$ cat src/rtl/pc_pkg.sv
// rtl/pc_pkg.sv - shared fetch-stage types and default sizes for the PC/RAS unit
package pc_pkg;

    // Source selected for the next program counter value.
    typedef enum logic [2:0] {
        SEQ,
        HOLD,
        JUMP,
        CALL,
        RET,
        IRQ
    } pc_src_e;

    localparam int PC_WIDTH  = 16;
    localparam int RAS_DEPTH = 8;

endpackage

$ cat src/rtl/ras_lifo.sv
// rtl/ras_lifo.sv - generic pointer-indexed LIFO used as the return-address stack
//   clock, reset (async, active-high)
//   push, pop, data_in : push/pop requests and push data
//   top                : entry at count-1 (undefined when empty)
//   count, full, empty : occupancy
// Push when full is dropped; pop when empty is ignored.
// Push and pop together on a non-empty stack replace the top entry.
module ras_lifo
    import pc_pkg::*;
#(
    parameter int WIDTH = PC_WIDTH,
    parameter int DEPTH = RAS_DEPTH,
    localparam int AW   = $clog2(DEPTH),
    localparam int CW   = AW + 1
) (
    input  logic             clock,
    input  logic             reset,
    input  logic             push,
    input  logic             pop,
    input  logic [WIDTH-1:0] data_in,
    output logic [WIDTH-1:0] top,
    output logic [CW-1:0]    count,
    output logic             full,
    output logic             empty
);

    logic [WIDTH-1:0] mem_q [DEPTH];
    logic [CW-1:0]    count_q;
    logic [CW-1:0]    count_d;
    logic [AW-1:0]    wr_idx;
    logic [AW-1:0]    top_idx;
    logic             replace;

    assign full    = (count_q == CW'(DEPTH));
    assign empty   = (count_q == '0);
    assign wr_idx  = count_q[AW-1:0];
    // When count == DEPTH the low bits wrap to 0, so top_idx lands on DEPTH-1.
    assign top_idx = count_q[AW-1:0] - AW'(1);
    assign replace = push && pop && !empty;
    assign top     = mem_q[top_idx];
    assign count   = count_q;

    always_comb begin
        count_d = count_q;
        if (!replace) begin
            if (push && !full) begin
                count_d = count_q + CW'(1);
            end else if (pop && !empty) begin
                count_d = count_q - CW'(1);
            end
        end
    end

    always_ff @(posedge clock or posedge reset) begin
        if (reset) begin
            count_q <= '0;
        end else begin
            count_q <= count_d;
        end
    end

    // Storage is not reset; entries above count are never read.
    always_ff @(posedge clock) begin
        if (!reset) begin
            if (replace) begin
                mem_q[top_idx] <= data_in;
            end else if (push && !full) begin
                mem_q[wr_idx] <= data_in;
            end
        end
    end

endmodule

$ cat src/rtl/pc_stack.sv
// rtl/pc_stack.sv - program counter with hardware return-address stack
//   clock, reset (async, active-high)
//   stall, jump_en, call_en, return_en, jump_target, clear_flags : control inputs
//   current_pc  : registered fetch PC
//   next_pc     : combinational value current_pc takes at the next posedge
//   stack_count : valid RAS entries
//   overflow / underflow : sticky stack error flags
//   irq / in_irq : interrupt entry, present only with PC_INTERRUPT_EN defined
module pc_stack
    import pc_pkg::*;
#(
    parameter int               WIDTH        = PC_WIDTH,
    parameter int               STACK_DEPTH  = RAS_DEPTH,
    parameter logic [WIDTH-1:0] RESET_VECTOR = '0
`ifdef PC_INTERRUPT_EN
    ,
    parameter logic [WIDTH-1:0] IRQ_VECTOR   = WIDTH'('h10)
`endif
) (
    input  logic                           clock,
    input  logic                           reset,
    input  logic                           stall,
    input  logic                           jump_en,
    input  logic                           call_en,
    input  logic                           return_en,
    input  logic [WIDTH-1:0]               jump_target,
    input  logic                           clear_flags,
`ifdef PC_INTERRUPT_EN
    input  logic                           irq,
    output logic                           in_irq,
`endif
    output logic [WIDTH-1:0]               current_pc,
    output logic [WIDTH-1:0]               next_pc,
    output logic [$clog2(STACK_DEPTH):0]   stack_count,
    output logic                           overflow,
    output logic                           underflow
);

    pc_src_e          src;
    logic [WIDTH-1:0] current_pc_q;
    logic [WIDTH-1:0] pc_plus1;
    logic             overflow_q, overflow_d;
    logic             underflow_q, underflow_d;
    logic             irq_take;
    logic             ras_push;
    logic             ras_pop;
    logic [WIDTH-1:0] ras_data_in;
    logic [WIDTH-1:0] ras_top;
    logic             ras_full;
    logic             ras_empty;

`ifdef PC_INTERRUPT_EN
    logic in_irq_q, in_irq_d;
    assign irq_take = irq && !in_irq_q && !stall;
    assign in_irq   = in_irq_q;
`else
    assign irq_take = 1'b0;
`endif

    assign pc_plus1 = current_pc_q + WIDTH'(1);

    always_comb begin
        src = SEQ;
        if (stall) begin
            src = HOLD;
        end else if (irq_take) begin
            src = IRQ;
        end else if (call_en && return_en) begin
            // Tail call: jump without touching the stack.
            src = JUMP;
        end else if (return_en) begin
            src = ras_empty ? SEQ : RET;
        end else if (call_en) begin
            src = CALL;
        end else if (jump_en) begin
            src = JUMP;
        end
    end

    always_comb begin
        case (src)
            HOLD:       next_pc = current_pc_q;
            JUMP, CALL: next_pc = jump_target;
            RET:        next_pc = ras_top;
`ifdef PC_INTERRUPT_EN
            IRQ:        next_pc = IRQ_VECTOR;
`endif
            default:    next_pc = pc_plus1;
        endcase
    end

    // An interrupt saves the instruction it pre-empted; a call saves the one after it.
    assign ras_push    = (src == CALL) || (src == IRQ);
    assign ras_pop     = (src == RET);
    assign ras_data_in = (src == IRQ) ? current_pc_q : pc_plus1;

    // A new error in the same cycle as clear_flags leaves the flag set.
    always_comb begin
        overflow_d  = overflow_q;
        underflow_d = underflow_q;
        if (!stall) begin
            overflow_d  = (overflow_q  && !clear_flags) || (ras_push && ras_full);
            underflow_d = (underflow_q && !clear_flags) || ((src == SEQ) && return_en);
        end
    end

`ifdef PC_INTERRUPT_EN
    always_comb begin
        in_irq_d = in_irq_q;
        if (irq_take) begin
            in_irq_d = 1'b1;
        end else if (return_en && !stall) begin
            in_irq_d = 1'b0;
        end
    end

    always_ff @(posedge clock or posedge reset) begin
        if (reset) begin
            in_irq_q <= 1'b0;
        end else begin
            in_irq_q <= in_irq_d;
        end
    end
`endif

    always_ff @(posedge clock or posedge reset) begin
        if (reset) begin
            current_pc_q <= RESET_VECTOR;
            overflow_q   <= 1'b0;
            underflow_q  <= 1'b0;
        end else begin
            current_pc_q <= next_pc;
            overflow_q   <= overflow_d;
            underflow_q  <= underflow_d;
        end
    end

    ras_lifo #(
        .WIDTH (WIDTH),
        .DEPTH (STACK_DEPTH)
    ) u_ras (
        .clock   (clock),
        .reset   (reset),
        .push    (ras_push),
        .pop     (ras_pop),
        .data_in (ras_data_in),
        .top     (ras_top),
        .count   (stack_count),
        .full    (ras_full),
        .empty   (ras_empty)
    );

    assign current_pc = current_pc_q;
    assign overflow   = overflow_q;
    assign underflow  = underflow_q;

endmodule

$ cat config.mk
export PLATFORM = sky130hd
export DESIGN_NAME = pc_stack
export DESIGN_NICKNAME = d
export VERILOG_FILES = /design/src/rtl/pc_pkg.sv /design/src/rtl/ras_lifo.sv /design/src/rtl/pc_stack.sv
export SDC_FILE = /design/constraint.sdc
export NUM_CORES = 1
export LEC_CHECK = 0
export ABC_CLOCK_PERIOD_IN_PS = 11400
export CAP_MARGIN = 5
export CORE_MARGIN = 4
export CORE_UTILIZATION = 40
export CTS_CLUSTER_SIZE = 40
export DETAILED_ROUTE_END_ITERATION = 8
export PLACE_DENSITY = 0.69
export SYNTH_ARGS = -nofsm -noshare
export SYNTH_HDL_FRONTEND = slang
export SYNTH_HIERARCHICAL = 1
export SYNTH_SLANG_ARGS = --single-unit
$ cat constraint.sdc
create_clock -name clock -period 11.4 [get_ports clock]
set_clock_uncertainty 0.1 [all_clocks]
set_input_delay 3.42 -clock clock [delete_from_list [all_inputs] [get_ports clock]]
set_output_delay 3.42 -clock clock [all_outputs]
set_load 0.005 [all_outputs]
==> metrics.md, run 1 <==
| Metric | Value |
|---|---|
| Design area | 0.007919 mm2 |
| Drt wl/cell | 22.18 um |
| Final setup violation count | 0 |
| DR vias/cell | 5.605 |
| Post-route ant nets | 0 |
| Clock transition at path regs | 0.06 ns |
| Syn Area/Cell | 17.15 um2 |
| Hold Crit Class | register to register |
| Synthesis-to-layout area growth | 21.22% |
| Max-slew violation total from the final report | 0 |
| Final min period | 9.586 ns |
| GRT Total Usage | 17.35% |
| Via count | 3,817 |
| Hold_sp | overflow |
| Setup TNS | 0 ns |
| Post-CTS resize count | 0 |
| Residual DRC | 0 |
| CP Launch Point | return_en |
| Syn nets | 409 |
| Pin count of the biggest net entering global routing | 42 |
| # nets final | 480 |
| Max Fclk | 104.3 MHz |
| Total Wirelength | 15,100 um |
| Synthesized cell area | 0.006533 mm2 |
| Root Buffer | clkbuf_16 |
| PD cells | 250.2 mW/mm2 |
| Synth Instances | 381 |
| Die Ht | 135.8 um |
| DR iter-0 viols | 375 |
| HPWL Detailed | 9714 um |
| Post-CTS setup buffers | 0 |
| Leak pwr | 2.671 nW |
| Cell Area, Placed | 0.007393 mm2 |
| Max clock buf depth | 2 |
| Cts hold-fix bufs | 0 |
| Hold Vio Cnt, Final | 0 |
| Critical path capture point type | output pin |
| Io pins | 61 |
| Worst r2r src | u_ras/count[1] |
| Ratio of cells with drive above 1 in the final layout | 20.86% |
| Crit path required time | 7.88 ns |
| Clock Latency Late Sink | 0.43 ns |
| Die area | 0.01844 mm2 |
| CTS H-tree lvls | 4 |
| Starting Density | 40.97% |
| Sequential-to-total area share from yosys stat | 67.27% |
| Final GP Congestion | 0.7582 |
| Die W | 135.8 um |
| Yosys warns | 6 |
| Status | finished clean |
| Ys flop type | edfxtp_1 |
| Crit path DAT | 6.07 ns |
| Crit start category | primary input |
| Initial antenna violation count | 0 |
| Max-cap viol count | 0 |
| EDFF count, synth | 128 |
| Worst-Margin Slew | 1.013 ns |
| Unrepaired setup endpoints after global routing | false |
| Pre-antenna DRT Iters | 5 |
| Asr flop ratio synth | 14.67% |
| Diodes inserted | 0 |
| Clock buffer count from CTS | 17 |
| Clock sink total | 150 |
| CTS tree | yes |
| Floorplan row count | 46 |
| Period utilization | 84.09% |
| Worst Path Max Fanout | 22 |
| Max-Slew Margin vs Limit | 32.46% |
| Vias in the first global route | 3,932 |
| Port Buffers | 60 |
| Worst ir drop on vdd | 0.1338 mV |
| Power, Total | 1.982 mW |
| Seq cells post-synth | 150 |
| Aggregate global routing overflow | 0 |
| Global-route wire length before repair | 22,910 um |
| Core Area | 0.01594 mm2 |
| Number of library cell types mapped by synthesis | 48 |
| Crit Path Class | primary input to output pin |
-- per-stage QoR --
stage / cells / hold slack [ns] / utilization (%) / setup slack [ns]
after floorplan: 381 / 0.3893 / - / 3.338
after global placement: 649 / 0.3873 / 46.37 / 1.808
after detailed placement: 649 / 0.3956 / 46.37 / 1.780
after CTS: 681 / 0.4126 / 49.67 / 1.787
after global routing: 681 / 0.4433 / 49.67 / 1.609
final: 681 / 0.4101 / 49.67 / 1.814
-- state kept, by name (all words and copies together) (netlist names) --
name and flops:
u_ras/mem_q 128, overflow 1, u_ras/count 4, current_pc 16, underflow 1
-- routing by layer --
layer	GRT usage, %	routed length [um]
met2	27.52	7234
met4	7.335	359
met5	0	0
met1	22.65	6380
met3	4.755	1127
-- cell usage after synthesis, types with 2 or more instances --
library cell / count / area, um2
nor2_1: 24 / 90.09
or2_1: 2 / 12.51
xor2_1: 11 / 96.34
a32oi_1: 8 / 70.07
ha_1: 4 / 50.05
a21oi_1: 6 / 30.03
mux2i_1: 4 / 40.04
xnor2_1: 8 / 70.07
nand2_1: 12 / 45.04
dfrtp_1: 22 / 550.5
nor3_1: 3 / 15.01
mux2_2: 18 / 202.7
mux4_2: 32 / 720.7
nor2b_1: 4 / 25.02
edfxtp_1: 128 / 3844
buf_6: 2 / 22.52
nand4_2: 2 / 25.02
clkbuf_1: 7 / 26.28
a221o_1: 7 / 70.07
a31oi_1: 4 / 25.02
nand3_1: 9 / 45.04
and2_1: 2 / 12.51
inv_1: 13 / 48.80
and3_1: 2 / 12.51
a32o_1: 8 / 80.08
nand2b_1: 3 / 18.77
buf_2: 11 / 55.05
nor4_2: 5 / 62.56
-- power by group --
part	internal, mW	switching, mW
clock	0.295	0.206
sequential	0.695	0.0552
combinational	0.375	0.355
total	1.37	0.616
-- layout make-up --
class | count | area, um2
Fill cell | 1318 | 8024
Sequential cell | 150 | 4395
Multi-Input combinational cell | 197 | 1984
Timing Repair Buffer | 72 | 690.7
Clock buffer | 21 | 440.4
Tap cell | 216 | 270.3
Clock inverter | 11 | 85.08
Inverter | 14 | 52.55
-- path summary, 6_finish.rpt --
| kind | slack [ns] | cells after the start | endpoint |
|---|---|---|---|
| min in group asynchronous | 3.18 | 2 | u_ras/count[2] |
| max in group asynchronous | 7.13 | 2 | current_pc[12] |
| max | 1.81 | 6 | next_pc[7] |
| min reg2reg | 0.41 | 1 | overflow |
| min | 0.41 | 1 | overflow |
| max reg2reg | 7.23 | 11 | u_ras/mem_q[7][10] |
-- critical path, cell delays in order --
cell,delay [ns]
clkdlybuf4s50_1,0.51
nor2b_1,0.25
and2_1,0.84
a21oi_1,0.16
a32oi_1,0.32
clkdlybuf4s50_1,0.56
-- logic make-up (layout without fill, tap and decap cells) --
| family | after synthesis | after routing | share of synthesized area [%] |
|---|---|---|---|
| DFF | 150 | 150 | 67.27 |
| and+or+nand+nor | 75 | 75 | 6.435 |
| muxes | 54 | 54 | 14.75 |
| AOI/OAI and AO/OA | 44 | 44 | 5.536 |
| buffers and inverters | 34 | 118 | 2.394 |
| xor gates and xnor gates | 19 | 19 | 2.547 |
| adders and majority gates | 5 | 5 | 1.073 |
-- layout by cell type, fill, tap and decap left out, drive strengths merged, types with 4 or more instances in the layout --
cell type	synthesis	final
edfxtp	128	128
mux4	32	32
inv	14	14
nor4	5	5
nor2b	4	4
clkdlybuf4s50	0	60
xor2	11	11
dfrtp	22	22
buf	13	12
clkbuf	7	21
clkinv	0	7
nor2	24	24
a21oi	6	6
a31oi	4	4
a32o	8	8
nor3	4	4
mux2i	4	4
nand2	12	12
mux2	18	18
ha	4	4
a221o	7	7
nand3	10	10
a32oi	8	8
xnor2	8	8
Note: power is estimated with default switching activity, not from simulation.
==> run 2: changes to the inputs <==
- ABC_CLOCK_PERIOD_IN_PS: 11400 -> 9450
- clock period: 11.4 -> 9.45 ns (I/O delays scaled with it)
==> metrics.md, run 2 (synthesis gave the netlist of run 1 again) <==
| Metric | Value |
|---|---|
| Max-slew violation total from the final report | 0 |
| Die Ht | 135.8 um |
| Clock sink total | 150 |
| Final GP Congestion | 0.7801 |
| Post-CTS setup buffers | 0 |
| Total Wirelength | 15,490 um |
| Io pins | 61 |
| Core Area | 0.01594 mm2 |
| Combinational Power Share | 35.3% |
| Worst r2r src | u_ras/count[1] |
| Max Fclk | 120.5 MHz |
| GRT Total Usage | 17.55% |
| Cts hold-fix bufs | 0 |
| Reg2Reg Setup Slack | 5.47 ns |
| R2R cell count | 10 |
| Final setup violation count | 0 |
| DR vias/cell | 5.718 |
| Residual DRC | 0 |
| Crit start category | primary input |
| Post-CTS resize count | 0 |
| Sequential cell fraction of total power | 35.9% |
| Root Buffer | clkbuf_16 |
| Leak pwr | 2.747 nW |
| Starting Density | 40.97% |
| Hold Crit Class | register to register |
| Switch share | 29.66% |
| Clock buffer count from CTS | 17 |
| Via count | 3,900 |
| Hold Crit Endpoint | underflow |
| Pin count of the biggest net entering global routing | 42 |
| Max FFs per register | 128 |
| Worst-Margin Slew | 1.287 ns |
| CTS tree | yes |
| Post-route ant nets | 0 |
| Cell Area, Placed | 0.007401 mm2 |
| Critical path capture point type | output pin |
| PD cells | 312.4 mW/mm2 |
| Diodes inserted | 0 |
| Worst ir drop on vdd | 0.1553 mV |
| Worst Path Max Fanout | 22 |
| Power, Total | 2.514 mW |
| Setup TNS | 0 ns |
| Die area | 0.01844 mm2 |
| Global-route wire length before repair | 23,580 um |
| Max clock buf depth | 2 |
| Status | finished clean |
| Initial antenna violation count | 0 |
| Drt wl/cell | 22.71 um |
| Post-place setup slack | 1.167 ns |
| Commonest non-fill, non-tap cells in the layout | 128 x edfxtp_1, 60 x clkdlybuf4s50_1, 32 x mux4_2 |
| Cell Int Power | 1.768 mW |
| Most flops, register | u_ras/mem_q |
| Clock power share | 28.7% |
| Placed Cells | 650 |
| Clock transition at path regs | 0.06 ns |
| Clock Latency Late Sink | 0.42 ns |
| Vias in the first global route | 4,015 |
| Die W | 135.8 um |
| Final worst slack | 1.152 ns |
| Max-cap viol count | 0 |
| Port Buffers | 60 |
| Ratio of cells with drive above 1 in the final layout | 22.53% |
| Finished Layout Cells | 682 |
| HPWL Detailed | 10,000 um |
| DR iter-0 viols | 380 |
| Hold_sp | underflow |
| Unrepaired setup endpoints after global routing | false |
| Period utilization | 87.81% |
| P_sw | 0.7456 mW |
| Reg2reg end | u_ras/mem_q[4][11] |
| CTS H-tree lvls | 4 |
| Final min period | 8.298 ns |
| Design area | 0.008045 mm2 |
| Most common cell after layout, fill and taps aside | edfxtp_1 |
| Pre-antenna DRT Iters | 5 |
| Hold Vio Cnt, Final | 0 |
| Crit path DAT | 5.36 ns |
| Aggregate global routing overflow | 0 |
| Fill cells | 1,336 |
| Crit path required time | 6.52 ns |
| WHS Path Cells | 1 |
| Synthesis-to-layout area growth | 23.16% |
| # nets final | 481 |
| Floorplan row count | 46 |
| Max-Slew Margin vs Limit | 13.90% |
| Crit Path Class | primary input to output pin |
## run 2: cell types whose count changed in the layout (fill, tap and decap cells not counted)
cell / before / now
clkinv_1: 5 / 0
clkinv_2: 1 / 3
clkbuf_8: 0 / 5
bufinv_16: 1 / 4
clkbuf_1: 4 / 2
buf_4: 12 / 13
clkinv_4: 1 / 0
clkinvlp_4: 3 / 1
## run 2: per-stage QoR
stage	utilization, %	hold slack [ns]
final	50.46	0.3995
after CTS	50.46	0.4063
after global routing	50.46	0.4370
after detailed placement	46.42	0.3934
after global placement	46.42	0.3976
after floorplan	-	0.3893
## run 2: how the worst max path moves through the flow
stage / start / end / slack [ns] / depth (start not counted)
final: stall / next_pc[7] / 1.15 / 8
after global routing: return_en / next_pc[1] / 0.99 / 7
after CTS: stall / next_pc[7] / 1.17 / 8
after detailed placement: stall / next_pc[7] / 1.17 / 8
after global placement: stall / next_pc[2] / 1.20 / 8
after floorplan: jump_en / next_pc[13] / 2.56 / 6
## run 2: routing by layer
metal  GRT usage, %  part of all wire [%]
met4          5.991                   1.4
met2          27.90                    49
met5              0                     0
met1          23.73                    41
met3          4.421                   8.2
## run 2: worst max-delay path, stage by stage
cell and delay [ns]:
clkdlybuf4s50_1 0.39, buf_4 0.23, nor2_1 0.16, and2_1 0.49, buf_4 0.31, a21oi_1 0.09
a32oi_1 0.26, clkdlybuf4s50_1 0.59
## run 2: area by class of cell
class	instances	area, um2	area share, %
flip-flops and latches	150	4395	54.63
multi-input cells	197	1984	24.67
repair buffers	73	698.2	8.678
clock buffers	24	501.7	6.236
well taps	216	270.3	3.359
clock inverters	8	142.6	1.773
inverters	14	52.55	0.6532
## run 2: power by group through the flow
stage | clock network, mW | registers [mW] | logic, mW
finish | 0.722 | 0.903 | 0.888
global route | 0.762 | 0.911 | 0.955
CTS | 0.734 | 0.903 | 0.898
detailed placement | 0 | 0.916 | 0.888
global placement | 0 | 0.914 | 0.874
floorplan | 0 | 0.902 | 0.585
==> run 3: changes to the inputs <==
- CORE_MARGIN: 4 -> 5
==> metrics.md, run 3 (synthesis gave the netlist of run 1 again) <==
| Metric | Value |
|---|---|
| Status | finished clean |
| Die W | 137.8 um |
| CTS tree | yes |
| Total Wirelength | 15,700 um |
| Most flops, register | u_ras/mem_q |
| Hold Vio Cnt, Final | 0 |
| Pre-antenna DRT Iters | 4 |
| Crit path required time | 6.52 ns |
| Synthesis-to-layout area growth | 22.31% |
| Post-CTS resize count | 0 |
| Final GP Congestion | 0.8575 |
| Power, Total | 2.464 mW |
| Finished Layout Cells | 681 |
| Clock transition at path regs | 0.06 ns |
| Pin count of the biggest net entering global routing | 42 |
| Final setup violation count | 0 |
| Root Buffer | clkbuf_16 |
| Hold Crit Endpoint | overflow |
| Die Ht | 137.8 um |
| Max-Slew Margin vs Limit | 24.39% |
| Crit start category | primary input |
| WHS Path Cells | 1 |
| Commonest non-fill, non-tap cells in the layout | 128 x edfxtp_1, 60 x clkdlybuf4s50_1, 32 x mux4_2 |
| Most common cell after layout, fill and taps aside | edfxtp_1 |
| Aggregate global routing overflow | 0 |
| Placed Cells | 650 |
| Post-CTS setup buffers | 0 |
| DR vias/cell | 5.549 |
| Reg2reg end | u_ras/mem_q[5][11] |
| Clock sink total | 150 |
| Io pins | 61 |
| Core Area | 0.01594 mm2 |
| Worst ir drop on vdd | 0.1660 mV |
| PD cells | 308.4 mW/mm2 |
| Vias in the first global route | 4,157 |
| Via count | 3,779 |
| Floorplan row count | 46 |
| Multi-input gate area | 0.001984 mm2 |
| DR iter-0 viols | 378 |
| Post-layout util | 50.12% |
| Unrepaired setup endpoints after global routing | false |
| Residual DRC | 0 |
| Critical path capture point type | output pin |
| Initial antenna violation count | 0 |
| Global-route wire length before repair | 24,400 um |
| Worst-Margin Slew | 1.130 ns |
| Port Buffers | 60 |
| Fill cells | 1,312 |
| Leak pwr | 2.719 nW |
| Sequential cell area | 0.004395 mm2 |
| Drt wl/cell | 23.06 um |
| Clock Latency Late Sink | 0.43 ns |
| # nets final | 481 |
| Max FFs per register | 128 |
| Reg2Reg Setup Slack | 5.62 ns |
| Die area | 0.01899 mm2 |
| CP Launch Point | return_en |
| Max-cap viol count | 0 |
| Crit Path Class | primary input to output pin |
| Cts hold-fix bufs | 0 |
| Hold_sp | overflow |
| Max Fclk | 119.1 MHz |
| Period utilization | 88.86% |
| Final min period | 8.397 ns |
| Clock buffer count from CTS | 17 |
| CTS H-tree lvls | 4 |
| GRT Total Usage | 17.98% |
| HPWL Detailed | 9968 um |
| Starting Density | 40.97% |
| Post-route ant nets | 0 |
| R2R cell count | 11 |
| Diodes inserted | 0 |
| Worst r2r src | u_ras/count[1] |
| Ratio of cells with drive above 1 in the final layout | 21.94% |
| Crit path DAT | 5.46 ns |
| Hold Crit Class | register to register |
| Setup TNS | 0 ns |
| Max-slew violation total from the final report | 0 |
| Worst Path Max Fanout | 16 |
| Max clock buf depth | 2 |
## run 3: how the worst max path moves through the flow
stage,end,slack [ns],cells after the start
detailed placement,next_pc[0],1.08,6
global placement,next_pc[0],1.17,6
global route,next_pc[0],0.91,6
floorplan,next_pc[13],2.56,6
CTS,next_pc[0],1.06,6
finish,next_pc[0],1.05,6
## run 3: final cells by class
cell class | count | area share, %
repair buffers | 73 | 8.738
multi-input cells | 197 | 24.84
inverters | 14 | 0.6577
well taps | 216 | 3.382
flip-flops and latches | 150 | 55.01
clock buffers | 22 | 5.810
clock inverters | 9 | 1.566
## run 3: critical path, stage by stage
cell and delay, ns:
clkdlybuf4s50_1 0.47, nor2b_1 0.28, or2_1 0.68, a21oi_1 0.16
o31ai_1 0.44, clkdlybuf4s50_1 0.60
## run 3: metrics by stage
stage	area [um2]	hold WS, ns	setup WS (ns)
floorplan	6533	0.3893	2.558
global placement	7401	0.4018	1.167
detailed placement	7401	0.3916	1.081
CTS	7990	0.4072	1.057
global route	7990	0.4117	0.9144
finish	7990	0.4004	1.053
## run 3: report_power, final
| group | internal, mW | switching, mW | leakage [nW] | total, mW |
|---|---|---|---|---|
| clock network | 0.426 | 0.251 | 0.288 | 0.677 |
| logic | 0.453 | 0.428 | 1.00 | 0.881 |
| registers | 0.838 | 0.0680 | 1.43 | 0.906 |
## run 3: metal layers
| layer | up-vias | GRT usage [%] | part of all wire (%) |
|---|---|---|---|
| li1 | 1674 | - | - |
| met3 | 26 | 7.049 | 9.6 |
| met2 | 179 | 27.30 | 47 |
| met5 | - | 0 | 0 |
| met4 | 0 | 6.751 | 1.9 |
| met1 | 1900 | 23.44 | 41 |
